[config.mk]
export PLATFORM = sky130hd
export DESIGN_NAME = pipe_stage_hs_flat
export DESIGN_NICKNAME = d
export VERILOG_FILES = /design/src/rtl/pipe_pkg.sv /design/src/rtl/pipe_stage_hs_if.sv /design/src/rtl/pipe_skid_buf.sv /design/src/rtl/pipe_stage_hs.sv /design/src/flat_wrapper.sv
export SDC_FILE = /design/constraint.sdc
export NUM_CORES = 1
export LEC_CHECK = 0
export BUFFER_PORTS_ARGS = -buffer_cell sky130_fd_sc_hd__buf_2
export CAP_MARGIN = 20
export CELL_PAD_IN_SITES_DETAIL_PLACEMENT = 0
export CELL_PAD_IN_SITES_GLOBAL_PLACEMENT = 1
export CORE_MARGIN = 4
export CORE_UTILIZATION = 35
export DETAILED_ROUTE_END_ITERATION = 12
export PLACE_DENSITY = 0.78
export SLEW_MARGIN = 20
export SYNTH_ARGS = -nofsm -noshare
export SYNTH_HDL_FRONTEND = slang
export SYNTH_HIERARCHICAL = 1
export SYNTH_SLANG_ARGS = --single-unit
[constraint.sdc]
create_clock -name clk -period 3 [get_ports clk]
set_input_delay 0.6 -clock clk [delete_from_list [all_inputs] [get_ports clk]]
set_output_delay 0.6 -clock clk [all_outputs]
set_load 0.02 [all_outputs]
[src/rtl/pipe_pkg.sv]
// Shared pipeline definitions: NOP encoding, stage payload layouts,
// per-stage bubble payloads and the skid buffer state encoding.
package pipe_pkg;

  localparam logic [31:0] INST_NOP = 32'h0000_0013;

  localparam int INST_W = 32;
  localparam int ADDR_W = 32;
  localparam int OP_W   = 32;
  localparam int RD_W   = 5;

  typedef struct packed {
    logic [INST_W-1:0] inst;
    logic [ADDR_W-1:0] addr;
  } if_id_t;

  typedef struct packed {
    logic [INST_W-1:0] inst;
    logic [ADDR_W-1:0] addr;
    logic [OP_W-1:0]   op1;
    logic [OP_W-1:0]   op2;
    logic [RD_W-1:0]   rd;
    logic              wen;
  } id_ex_t;

  localparam int IF_ID_W = $bits(if_id_t);
  localparam int ID_EX_W = $bits(id_ex_t);

  localparam if_id_t IF_ID_BUBBLE = '{
    inst: INST_NOP,
    addr: '0
  };

  localparam id_ex_t ID_EX_BUBBLE = '{
    inst: INST_NOP,
    addr: '0,
    op1:  '0,
    op2:  '0,
    rd:   '0,
    wen:  1'b0
  };

  // Encoding mirrors {skid_v, main_v}
  typedef enum logic [1:0] {
    SB_EMPTY = 2'b00,
    SB_ONE   = 2'b01,
    SB_FULL  = 2'b11
  } skid_st_e;

endpackage

[src/rtl/pipe_stage_hs_if.sv]
// Valid/ready payload channel between pipeline stages.
// Master drives valid/data, slave drives ready.
interface pipe_stage_hs_if #(
  parameter int DATA_W = 32
);
  logic              valid;
  logic              ready;
  logic [DATA_W-1:0] data;

  modport master (
    output valid,
    output data,
    input  ready
  );

  modport slave (
    input  valid,
    input  data,
    output ready
  );
endinterface

[src/rtl/pipe_skid_buf.sv]
// Two-entry skid buffer: main entry feeds the output, skid entry
// catches the one payload accepted while downstream was stalled.
module pipe_skid_buf
  import pipe_pkg::*;
#(
  parameter int                DATA_W = 32,
  parameter logic [DATA_W-1:0] BUBBLE = '0
) (
  input  logic              clk,
  input  logic              rst,
  input  logic              flush_i,
  input  logic              in_xfer_i,
  input  logic              out_xfer_i,
  input  logic [DATA_W-1:0] in_data_i,
  output logic              main_v_o,
  output logic              skid_v_o,
  output logic [DATA_W-1:0] main_o
);

  skid_st_e          st_q, st_d;
  logic [DATA_W-1:0] main_q, main_d;
  logic [DATA_W-1:0] skid_q, skid_d;

  always_ff @(posedge clk or posedge rst) begin
    if (rst) begin
      st_q   <= SB_EMPTY;
      main_q <= BUBBLE;
      skid_q <= BUBBLE;
    end else begin
      st_q   <= st_d;
      main_q <= main_d;
      skid_q <= skid_d;
    end
  end

  always_comb begin
    st_d   = st_q;
    main_d = main_q;
    skid_d = skid_q;
    if (flush_i) begin
      st_d   = SB_EMPTY;
      main_d = BUBBLE;
      skid_d = BUBBLE;
    end else begin
      unique case (st_q)
        SB_EMPTY: begin
          if (in_xfer_i) begin
            st_d   = SB_ONE;
            main_d = in_data_i;
          end
        end
        SB_ONE: begin
          if (in_xfer_i && out_xfer_i) begin
            main_d = in_data_i;
          end else if (in_xfer_i) begin
            st_d   = SB_FULL;
            skid_d = in_data_i;
          end else if (out_xfer_i) begin
            st_d   = SB_EMPTY;
            main_d = BUBBLE;
          end
        end
        SB_FULL: begin
          // Full never accepts, so only the drain path exists
          if (out_xfer_i) begin
            st_d   = SB_ONE;
            main_d = skid_q;
            skid_d = BUBBLE;
          end
        end
        default: begin
          st_d   = SB_EMPTY;
          main_d = BUBBLE;
          skid_d = BUBBLE;
        end
      endcase
    end
  end

  assign main_v_o = (st_q != SB_EMPTY);
  assign skid_v_o = (st_q == SB_FULL);
  assign main_o   = main_q;

endmodule

[src/rtl/pipe_stage_hs.sv]
// Pipeline stage register with valid/ready handshake, flush, hold,
// optional skid buffer and a saturating downstream-stall counter.
module pipe_stage_hs
  import pipe_pkg::*;
#(
  parameter int                DATA_W = 32,
  parameter logic [DATA_W-1:0] BUBBLE = '0,
  parameter bit                SKID   = 1'b1,
  parameter int                CNT_W  = 16
) (
  input  logic             clk,
  input  logic             rst,
  input  logic             flush_i,
  input  logic             hold_i,
  pipe_stage_hs_if.slave   up_if,
  pipe_stage_hs_if.master  dn_if,
  output logic [CNT_W-1:0] stall_cnt
);

  localparam logic [CNT_W-1:0] CNT_MAX = '1;

  logic              alive_q;
  logic              main_v;
  logic [DATA_W-1:0] main_data;
  logic              room;
  logic              in_xfer;
  logic              out_xfer;
  logic [CNT_W-1:0]  cnt_q, cnt_d;

  // Keeps in_ready low for one cycle after reset release
  always_ff @(posedge clk or posedge rst) begin
    if (rst) alive_q <= 1'b0;
    else     alive_q <= 1'b1;
  end

  assign dn_if.valid = main_v & ~hold_i;
  assign dn_if.data  = dn_if.valid ? main_data : BUBBLE;
  assign up_if.ready = alive_q & room & ~flush_i & ~hold_i;

  assign in_xfer  = up_if.valid & up_if.ready;
  assign out_xfer = dn_if.valid & dn_if.ready & ~flush_i;

  if (SKID) begin : g_skid
    logic skid_v;

    pipe_skid_buf #(
      .DATA_W (DATA_W),
      .BUBBLE (BUBBLE)
    ) u_buf (
      .clk        (clk),
      .rst        (rst),
      .flush_i    (flush_i),
      .in_xfer_i  (in_xfer),
      .out_xfer_i (out_xfer),
      .in_data_i  (up_if.data),
      .main_v_o   (main_v),
      .skid_v_o   (skid_v),
      .main_o     (main_data)
    );

    assign room = ~skid_v;
  end else begin : g_reg
    logic              v_q, v_d;
    logic [DATA_W-1:0] data_q, data_d;

    always_ff @(posedge clk or posedge rst) begin
      if (rst) begin
        v_q    <= 1'b0;
        data_q <= BUBBLE;
      end else begin
        v_q    <= v_d;
        data_q <= data_d;
      end
    end

    always_comb begin
      v_d    = v_q;
      data_d = data_q;
      if (flush_i) begin
        v_d    = 1'b0;
        data_d = BUBBLE;
      end else if (in_xfer) begin
        v_d    = 1'b1;
        data_d = up_if.data;
      end else if (out_xfer) begin
        v_d    = 1'b0;
        data_d = BUBBLE;
      end
    end

    assign main_v    = v_q;
    assign main_data = data_q;
    assign room      = ~v_q | dn_if.ready;
  end

  always_ff @(posedge clk or posedge rst) begin
    if (rst) cnt_q <= '0;
    else     cnt_q <= cnt_d;
  end

  always_comb begin
    cnt_d = cnt_q;
    if (dn_if.valid && !dn_if.ready && !flush_i && cnt_q != CNT_MAX)
      cnt_d = cnt_q + CNT_W'(1);
  end

  assign stall_cnt = cnt_q;

endmodule
[src/flat_wrapper.sv]
// flat-port wrapper written by rule: the top's interface ports become plain ports
module pipe_stage_hs_flat import pipe_pkg::*;
#(
  parameter int                DATA_W = 32,
  parameter logic [DATA_W-1:0] BUBBLE = '0,
  parameter bit                SKID   = 1'b1,
  parameter int                CNT_W  = 16
)
  (clk, rst, flush_i, hold_i, stall_cnt, up_if_valid, up_if_data, up_if_ready, dn_if_valid, dn_if_data, dn_if_ready);
  pipe_stage_hs_if #(.DATA_W(DATA_W)) up_if_i ();
  pipe_stage_hs_if #(.DATA_W(DATA_W)) dn_if_i ();
  input  logic clk;
  input  logic rst;
  input  logic flush_i;
  input  logic hold_i;
  output logic [CNT_W-1:0] stall_cnt;
  input wire logic [$bits(up_if_i.valid)-1:0] up_if_valid;
  input wire logic [$bits(up_if_i.data)-1:0] up_if_data;
  output wire logic [$bits(up_if_i.ready)-1:0] up_if_ready;
  output wire logic [$bits(dn_if_i.valid)-1:0] dn_if_valid;
  output wire logic [$bits(dn_if_i.data)-1:0] dn_if_data;
  input wire logic [$bits(dn_if_i.ready)-1:0] dn_if_ready;
  assign up_if_i.valid = up_if_valid;
  assign up_if_i.data = up_if_data;
  assign up_if_ready = up_if_i.ready;
  assign dn_if_valid = dn_if_i.valid;
  assign dn_if_data = dn_if_i.data;
  assign dn_if_i.ready = dn_if_ready;
  pipe_stage_hs #(.DATA_W(DATA_W), .BUBBLE(BUBBLE), .SKID(SKID), .CNT_W(CNT_W)) u_core (.clk(clk), .rst(rst), .flush_i(flush_i), .hold_i(hold_i), .up_if(up_if_i), .dn_if(dn_if_i), .stall_cnt(stall_cnt));
endmodule
; After elaboration in Yosys (flattened, before gate mapping)
; Index checks and enable logic that the tools add are counted.
[word_totals]
ff_bits = 83
elab_cells = 56
output_inout_bits = 50
[classes]
muxes = 18
n_reduce_logical = 11
eq_ne = 11
n_bitwise = 10
n_addsub = 1
[ops]
columns = cell, count
row1 = $mux 32, 9
row2 = $pmux 32 s3, 2
row3 = $add 16x1->16 const B, 1
row4 = $ne 16x16->1 const B, 1
row5 = $mux 2, 6
row6 = $ne 3x3->1 const B, 4
row7 = $ne 4x4->1 const B, 3
row8 = $reduce_and 4->1, 3
row9 = $and 1x1->1, 7
row10 = $pmux 2 s3, 1
row11 = $logic_and 1x1->1, 4
row12 = $not 1->1, 3
row13 = $eq 2x1->1 const B, 1
row14 = $eq 2x2->1 const B, 1
row15 = $logic_not 1->1, 2
row16 = $logic_not 2->1, 1
row17 = $ne 2x2->1 const B, 1
row18 = $reduce_bool 2->1, 1

; Logic depth before layout (Yosys ltp)
[depth]
depth_word = 10
ltp_mapped = 10

; Hierarchy
; Netlist, hierarchy kept.
[by_module_without_submodules]
columns = mod, n_inst, seq_area_each_um2, cells_each, area_per_inst_um2
row1 = pipe_skid_buf, 1, 1651.6, 318, 3303.2
row2 = pipe_stage_hs, 1, 425.4, 113, 1153.6

; Least setup slack after synthesis
; Ideal clock, no wire load.
[synth_path]
path_kind = input port to flip-flop
startpoint = in hold_i
endpoint = reg u_core.g_skid.u_buf.skid_q[0]
path_buffers = 2
path_slack_ns = 0.404
arrival_ns = 2.472
stages = 8
cell_sequence = nor4b_1 -> and2_1 -> buf_2 -> inv_1 -> o21ai_0 -> a21oi_2 -> buf_6 -> mux2i_1
[synth_between]
elab_cells_between_ends = 11
cone_classes = eq/ne: 3 / bitwise: 6 / reduce/logical: 2
[synth_rtl]
columns = item, line
row1 = from (decl), flat_wrapper.sv:15  ; input logic hold_i;
row2 = $not 1->1 *, pipe_stage_hs.sv:38  ; assign up_if.ready = alive_q & room & ~flush_i & ~hold_i;
row3 = $and 1x1->1 *, pipe_stage_hs.sv:38
row4 = $and 1x1->1 *, pipe_stage_hs.sv:40  ; assign in_xfer = up_if.valid & up_if.ready;
row5 = net u_core.in_xfer, pipe_stage_hs.sv:26  ; logic in_xfer;
row6 = $logic_and 1x1->1, pipe_skid_buf.sv:53  ; if (in_xfer_i && out_xfer_i) begin
row7 = $ne 3x3->1 (no line), --
row8 = $reduce_and 4->1 (no line) *, --
row9 = to (signal assigned), pipe_skid_buf.sv:32  ; skid_q <= skid_d;
row10 = to (decl), pipe_skid_buf.sv:22  ; logic [DATA_W-1:0] skid_q, skid_d;
; Mark *: on every way through the listed nets, which the timed path passes. The rest lies on a longest branch.
; A chain may end at the register's enable or synchronous reset.

; Worst setup path after layout
[layout_path]
startpoint = reg u_core.g_skid.u_buf.st_q[0]
endpoint = out dn_if_data[31]
[layout_between]
elab_chain_len = 3
[layout_rtl]
columns = item, line
row1 = from (decl), pipe_skid_buf.sv:20  ; skid_st_e st_q, st_d;
row2 = from (signal assigned), pipe_skid_buf.sv:30  ; st_q <= st_d;
row3 = $reduce_bool 2->1, pipe_skid_buf.sv:80  ; assign main_v_o = (st_q != SB_EMPTY);
row4 = net u_core.main_v, pipe_stage_hs.sv:23  ; logic main_v;
row5 = $and 1x1->1, pipe_stage_hs.sv:36  ; assign dn_if.valid = main_v & ~hold_i;
row6 = $mux 32, pipe_stage_hs.sv:37  ; assign dn_if.data = dn_if.valid ? main_data : BUBBLE;
row7 = to (decl), flat_wrapper.sv:21  ; output wire logic [$bits(dn_if_i.data)-1:0] dn_if_data;
; The timed path passes the listed nets, and every way through them passes these cells.

==> report_table.html <==
<table>
<tr><th>Metric</th><th>Value</th></tr>
<tr><th colspan="2">Status</th></tr>
<tr><td>Outcome</td><td>finished, final reports clean</td></tr>
<tr><th colspan="2">Synth</th></tr>
<tr><td>Async S/R FF share, synth</td><td>100%</td></tr>
<tr><td>Dominant synthesized flop cell</td><td>dfrtp_1</td></tr>
<tr><td>Main area contributors after synthesis</td><td>dfrtp_1 47%, mux2i_1 7.2%, inv_1 6.0%, a22oi_1 5.4%, and2_1 4.6%</td></tr>
<tr><td>Sequential cell area fraction in the yosys report</td><td>46.6%</td></tr>
<tr><td>Number of warnings issued by yosys</td><td>6</td></tr>
<tr><td>Cell type with the largest total area after synthesis</td><td>dfrtp_1</td></tr>
<tr><td>Synth Instances</td><td>431</td></tr>
<tr><td>Synthesized flop and latch total</td><td>83</td></tr>
<tr><td>Mapped Nets</td><td>475</td></tr>
<tr><td>Post-synth top area share</td><td>46.6%</td></tr>
<tr><td>Number of enable-type register cells in the synthesized netlist</td><td>0</td></tr>
<tr><td>Post-synthesis instance area</td><td>4460 sq um</td></tr>
<tr><td>Average cell area after synthesis</td><td>10.3 sq um</td></tr>
<tr><td>Synth unique cells</td><td>45</td></tr>
<tr><td>Most common cell in the synthesized netlist</td><td>dfrtp_1</td></tr>
<tr><td>Most used standard cells in the synthesized netlist</td><td>83 x dfrtp_1, 71 x inv_1, 41 x nand2_1</td></tr>
<tr><th colspan="2">Worst setup path</th></tr>
<tr><td>Critical Setup Path Class</td><td>reg2out</td></tr>
<tr><td>Capture point of the worst reg-to-reg path</td><td>u_core/g_skid.u_buf/main_o[25]$_DFFE_PP0P_</td></tr>
<tr><td>Number of cells on the worst reg-to-reg path</td><td>9</td></tr>
<tr><td>Type of destination of the critical path</td><td>primary output</td></tr>
<tr><td>CP required</td><td>2400 ps</td></tr>
<tr><td>Reg2Reg Launch Point</td><td>u_core/g_skid.u_buf/st_q[0]$_DFFE_PP0P_</td></tr>
<tr><td>Launch point of the worst path</td><td>u_core/g_skid.u_buf/st_q[0]$_DFFE_PP0P_</td></tr>
<tr><td>Internal reg-to-reg setup slack</td><td>410 ps</td></tr>
<tr><td>Maximum fanout encountered on the critical timing path</td><td>19</td></tr>
<tr><td>Capturing element of the worst setup path</td><td>dn_if_data[31]</td></tr>
<tr><td>Signal arrival time at the worst endpoint</td><td>2060 ps</td></tr>
<tr><td>Kind of start point of the critical path</td><td>register</td></tr>
<tr><th colspan="2">Cells and area</th></tr>
<tr><td>Layout area overhead</td><td>21.2%</td></tr>
<tr><td>Layout Cell Area excl Fill</td><td>5400 sq um</td></tr>
<tr><td>Total Nets Final</td><td>557</td></tr>
<tr><td>Share of final-layout standard cells stronger than drive strength 1</td><td>28.2%</td></tr>
<tr><td>Combined area of the multi-input logic cells</td><td>1960 sq um</td></tr>
<tr><td>Number of fill cells in the layout</td><td>1,200</td></tr>
<tr><td>Number of standard cells in the final layout excluding fillers</td><td>686</td></tr>
<tr><td># diodes</td><td>0</td></tr>
<tr><td>Storage element area</td><td>2080 sq um</td></tr>
<tr><th colspan="2">Drt</th></tr>
<tr><td>DRC violation count after routing</td><td>0</td></tr>
<tr><td>Detail-routed net length per standard cell</td><td>15.8 microns</td></tr>
<tr><td>Initial DRC Count</td><td>148</td></tr>
<tr><td>Vias per cell</td><td>4.91</td></tr>
<tr><td>Total vias in the final route</td><td>3,370</td></tr>
<tr><td>ANT nets after route</td><td>0</td></tr>
<tr><td>Post-Route WL</td><td>10.8 mm</td></tr>
<tr><td>Drt pass-1 iters</td><td>4</td></tr>
<tr><th colspan="2">Die</th></tr>
<tr><td>Site row count</td><td>40</td></tr>
<tr><td>Core Region</td><td>12,300 sq um</td></tr>
<tr><td>Horizontal die dimension</td><td>121 microns</td></tr>
<tr><td>Count of boundary I/O pins</td><td>88</td></tr>
<tr><td>Die ar.</td><td>14,600 sq um</td></tr>
<tr><td>Starting utilization of the core area</td><td>36.3%</td></tr>
<tr><td>Die Span Y</td><td>121 microns</td></tr>
<tr><th colspan="2">Power</th></tr>
<tr><td>Design internal power</td><td>2.61 mW</td></tr>
<tr><td>Leak Pwr</td><td>2.64 nW</td></tr>
<tr><td>Power density over the cells</td><td>712 nW/um^2</td></tr>
<tr><td>Sequential power share</td><td>37.0%</td></tr>
<tr><td>Switching part of the total</td><td>32.0%</td></tr>
<tr><td>Fraction of power consumed by combinational cells</td><td>28.6%</td></tr>
<tr><td>Net Switching</td><td>1.23 mW</td></tr>
<tr><td>Relative contribution of the clock network to total power</td><td>34.4%</td></tr>
<tr><td>Total Power</td><td>3.84 mW</td></tr>
<tr><td>Worst-case vdd ir drop</td><td>259 uV</td></tr>
<tr><th colspan="2">Global routing</th></tr>
<tr><td>Largest net degree at the start of global routing</td><td>42</td></tr>
<tr><td>Global-route wire length before repair</td><td>18.0 mm</td></tr>
<tr><td>Total Routing Usage GR</td><td>15.5%</td></tr>
<tr><td>Total overflow reported by the global router</td><td>0</td></tr>
<tr><td>Number of global-route vias before repair</td><td>3,577</td></tr>
<tr><td>Initial antenna violation count</td><td>0</td></tr>
<tr><th colspan="2">Timing</th></tr>
<tr><td>Fin crit period</td><td>2660 ps</td></tr>
<tr><td>Final Hold Slack</td><td>365 ps</td></tr>
<tr><td>Final period util</td><td>88.7%</td></tr>
<tr><td>Tightest Pin Transition</td><td>824 ps</td></tr>
<tr><td>Final Hold Vio Count</td><td>0</td></tr>
<tr><td>Finish-stage setup viols</td><td>0</td></tr>
<tr><td>Relative slew slack</td><td>45.0%</td></tr>
<tr><td>Fmax achieved</td><td>376 MHz</td></tr>
<tr><td>Final slew viol count</td><td>0</td></tr>
<tr><td>Setup repair after global routing missed its margin</td><td>no</td></tr>
<tr><td>Post-route setup TNS</td><td>0 ps</td></tr>
<tr><td>Post-route clock skew</td><td>5.97 ps</td></tr>
<tr><th colspan="2">Clock network</th></tr>
<tr><td>Number of buffers on the longest clock path</td><td>2</td></tr>
<tr><td>Number of gates resized after cts</td><td>0</td></tr>
<tr><td>Number of levels the H-tree was split into</td><td>3</td></tr>
<tr><td>Clock root cell</td><td>clkbuf_16</td></tr>
<tr><td>Hold-fix buffers, CTS</td><td>0</td></tr>
<tr><td>Clock sink count</td><td>83</td></tr>
<tr><td>TritonCTS clock tree</td><td>yes</td></tr>
<tr><td>Register clock-pin slew on the reported worst setup and hold paths</td><td>60 ps</td></tr>
<tr><td>Post-CTS setup-driven buffer insertion count</td><td>0</td></tr>
<tr><td>Insertion delay of the later-clocked pin in the worst-skew pair</td><td>340 ps</td></tr>
<tr><td>Number of clock buffers inserted by TritonCTS</td><td>9</td></tr>
<tr><th colspan="2">Job</th></tr>
<tr><td>Max Cap Viol</td><td>0</td></tr>
<tr><th colspan="2">Placement</th></tr>
<tr><td>Placed instance count</td><td>670</td></tr>
<tr><td>Port Buf Inserts</td><td>87</td></tr>
<tr><td>RD Place Congestion</td><td>0.791</td></tr>
<tr><td>Detailed Place HPWL</td><td>7.36 mm</td></tr>
<tr><td>Placed inst area</td><td>5040 sq um</td></tr>
<tr><th colspan="2">Worst hold path</th></tr>
<tr><td>Hold WC Path Type</td><td>in2async</td></tr>
</table>
==> through the flow <==
step | setup WS [ps] | util [%]
6_report | 340 | 44.1
4_1_cts | 305 | 44.1
3_5_place_dp | 309 | 41.1
2_1_floorplan | 404 | -
5_1_grt | 216 | 44.1
3_3_place_gp | 407 | 41.1
==> placed cells by master (no fill, tap or decap), drive strengths merged <==
cell,count
a21oi,6
clkbuf,12
nor2b,2
clkinv,1
xor2,14
buf,99
nor2,6
nor3,6
and4,1
and3,2
o32ai,32
mux2,2
nand2b,2
and3b,1
nor3b,3
nand4,8
ha,6
conb,1
inv,71
nor4,3
nor4b,2
and2,33
nand3,4
a211o,1
o21ai,4
o31ai,1
a22oi,33
mux2i,32
and4bb,1
nand2,43
bufinv,3
dfrtp,83
==> area by class of cell <==
cell class	count	area share (%)
well taps	168	3.89
inverters	71	4.93
clock inverters	4	1.76
multi-input cells	249	36.3
clock buffers	12	4.93
flip-flops and latches	83	38.5
repair buffers	99	9.73
==> how the worst min path moves through the flow <==
stage                                                     startpoint                                         end  slack, ps
final                                                            rst             u_core/stall_cnt[0]$_DFFE_PP0P_        370
after CTS                                                        rst                    u_core/alive_q$_DFF_PP0_        380
after global routing                                             rst             u_core/stall_cnt[0]$_DFFE_PP0P_        440
after global placement              u_core/stall_cnt[15]$_DFFE_PP0P_            u_core/stall_cnt[15]$_DFFE_PP0P_        480
after floorplan           u_core/g_skid.u_buf/skid_q[30]$_DFFE_PP0P_  u_core/g_skid.u_buf/skid_q[30]$_DFFE_PP0P_        480
after detailed placement             u_core/stall_cnt[2]$_DFFE_PP0P_             u_core/stall_cnt[2]$_DFFE_PP0P_        490
==> power groups by stage <==
stage	clock, mW	combinational [mW]	sequential (mW)
after floorplan	0	0.836	1.42
after global placement	0	1.08	1.43
after detailed placement	0	1.11	1.44
after CTS	1.35	1.11	1.42
after global routing	1.39	1.21	1.44
final	1.32	1.10	1.42
==> worst max-delay path, cell delays in order, from the launching register on <==
cell and delay (ps):
dfrtp_1 410, inv_1 100, ha_1 270, inv_1 160, nor2b_2 200, buf_4 230
and2_1 180, buf_2 170
==> flip-flops by register name (all words and copies together) (netlist names) <==
signal and count:
u_core/g_skid.u_buf/st_q 2, u_core/alive_q 1, u_core/g_skid.u_buf/main_o 32, u_core/stall_cnt 16
u_core/g_skid.u_buf/skid_q 32
==> per-layer routing <==
metal	part of all wire [%]	up-vias	GRT usage, %
met3	4.2	11	3.37
met4	1.3	0	5.59
met1	44	1657	19.0
li1	-	1631	-
met5	0	-	0
met2	50	71	26.6
==> kinds of logic (layout without fill, tap and decap cells) <==
| logic type | count (synthesis) | count (layout) | synth area share [%] |
|---|---|---|---|
| mux | 34 | 34 | 7.78 |
| other cells | 1 | 1 | 0.0841 |
| flops | 83 | 83 | 46.6 |
| compound gates | 77 | 77 | 15.4 |
| fa+ha+maj | 6 | 6 | 1.68 |
| buf+inv | 99 | 186 | 9.69 |
| xor+xnor | 14 | 14 | 2.75 |
| simple gates | 117 | 117 | 16.0 |
(Power assumes the default switching activity.)
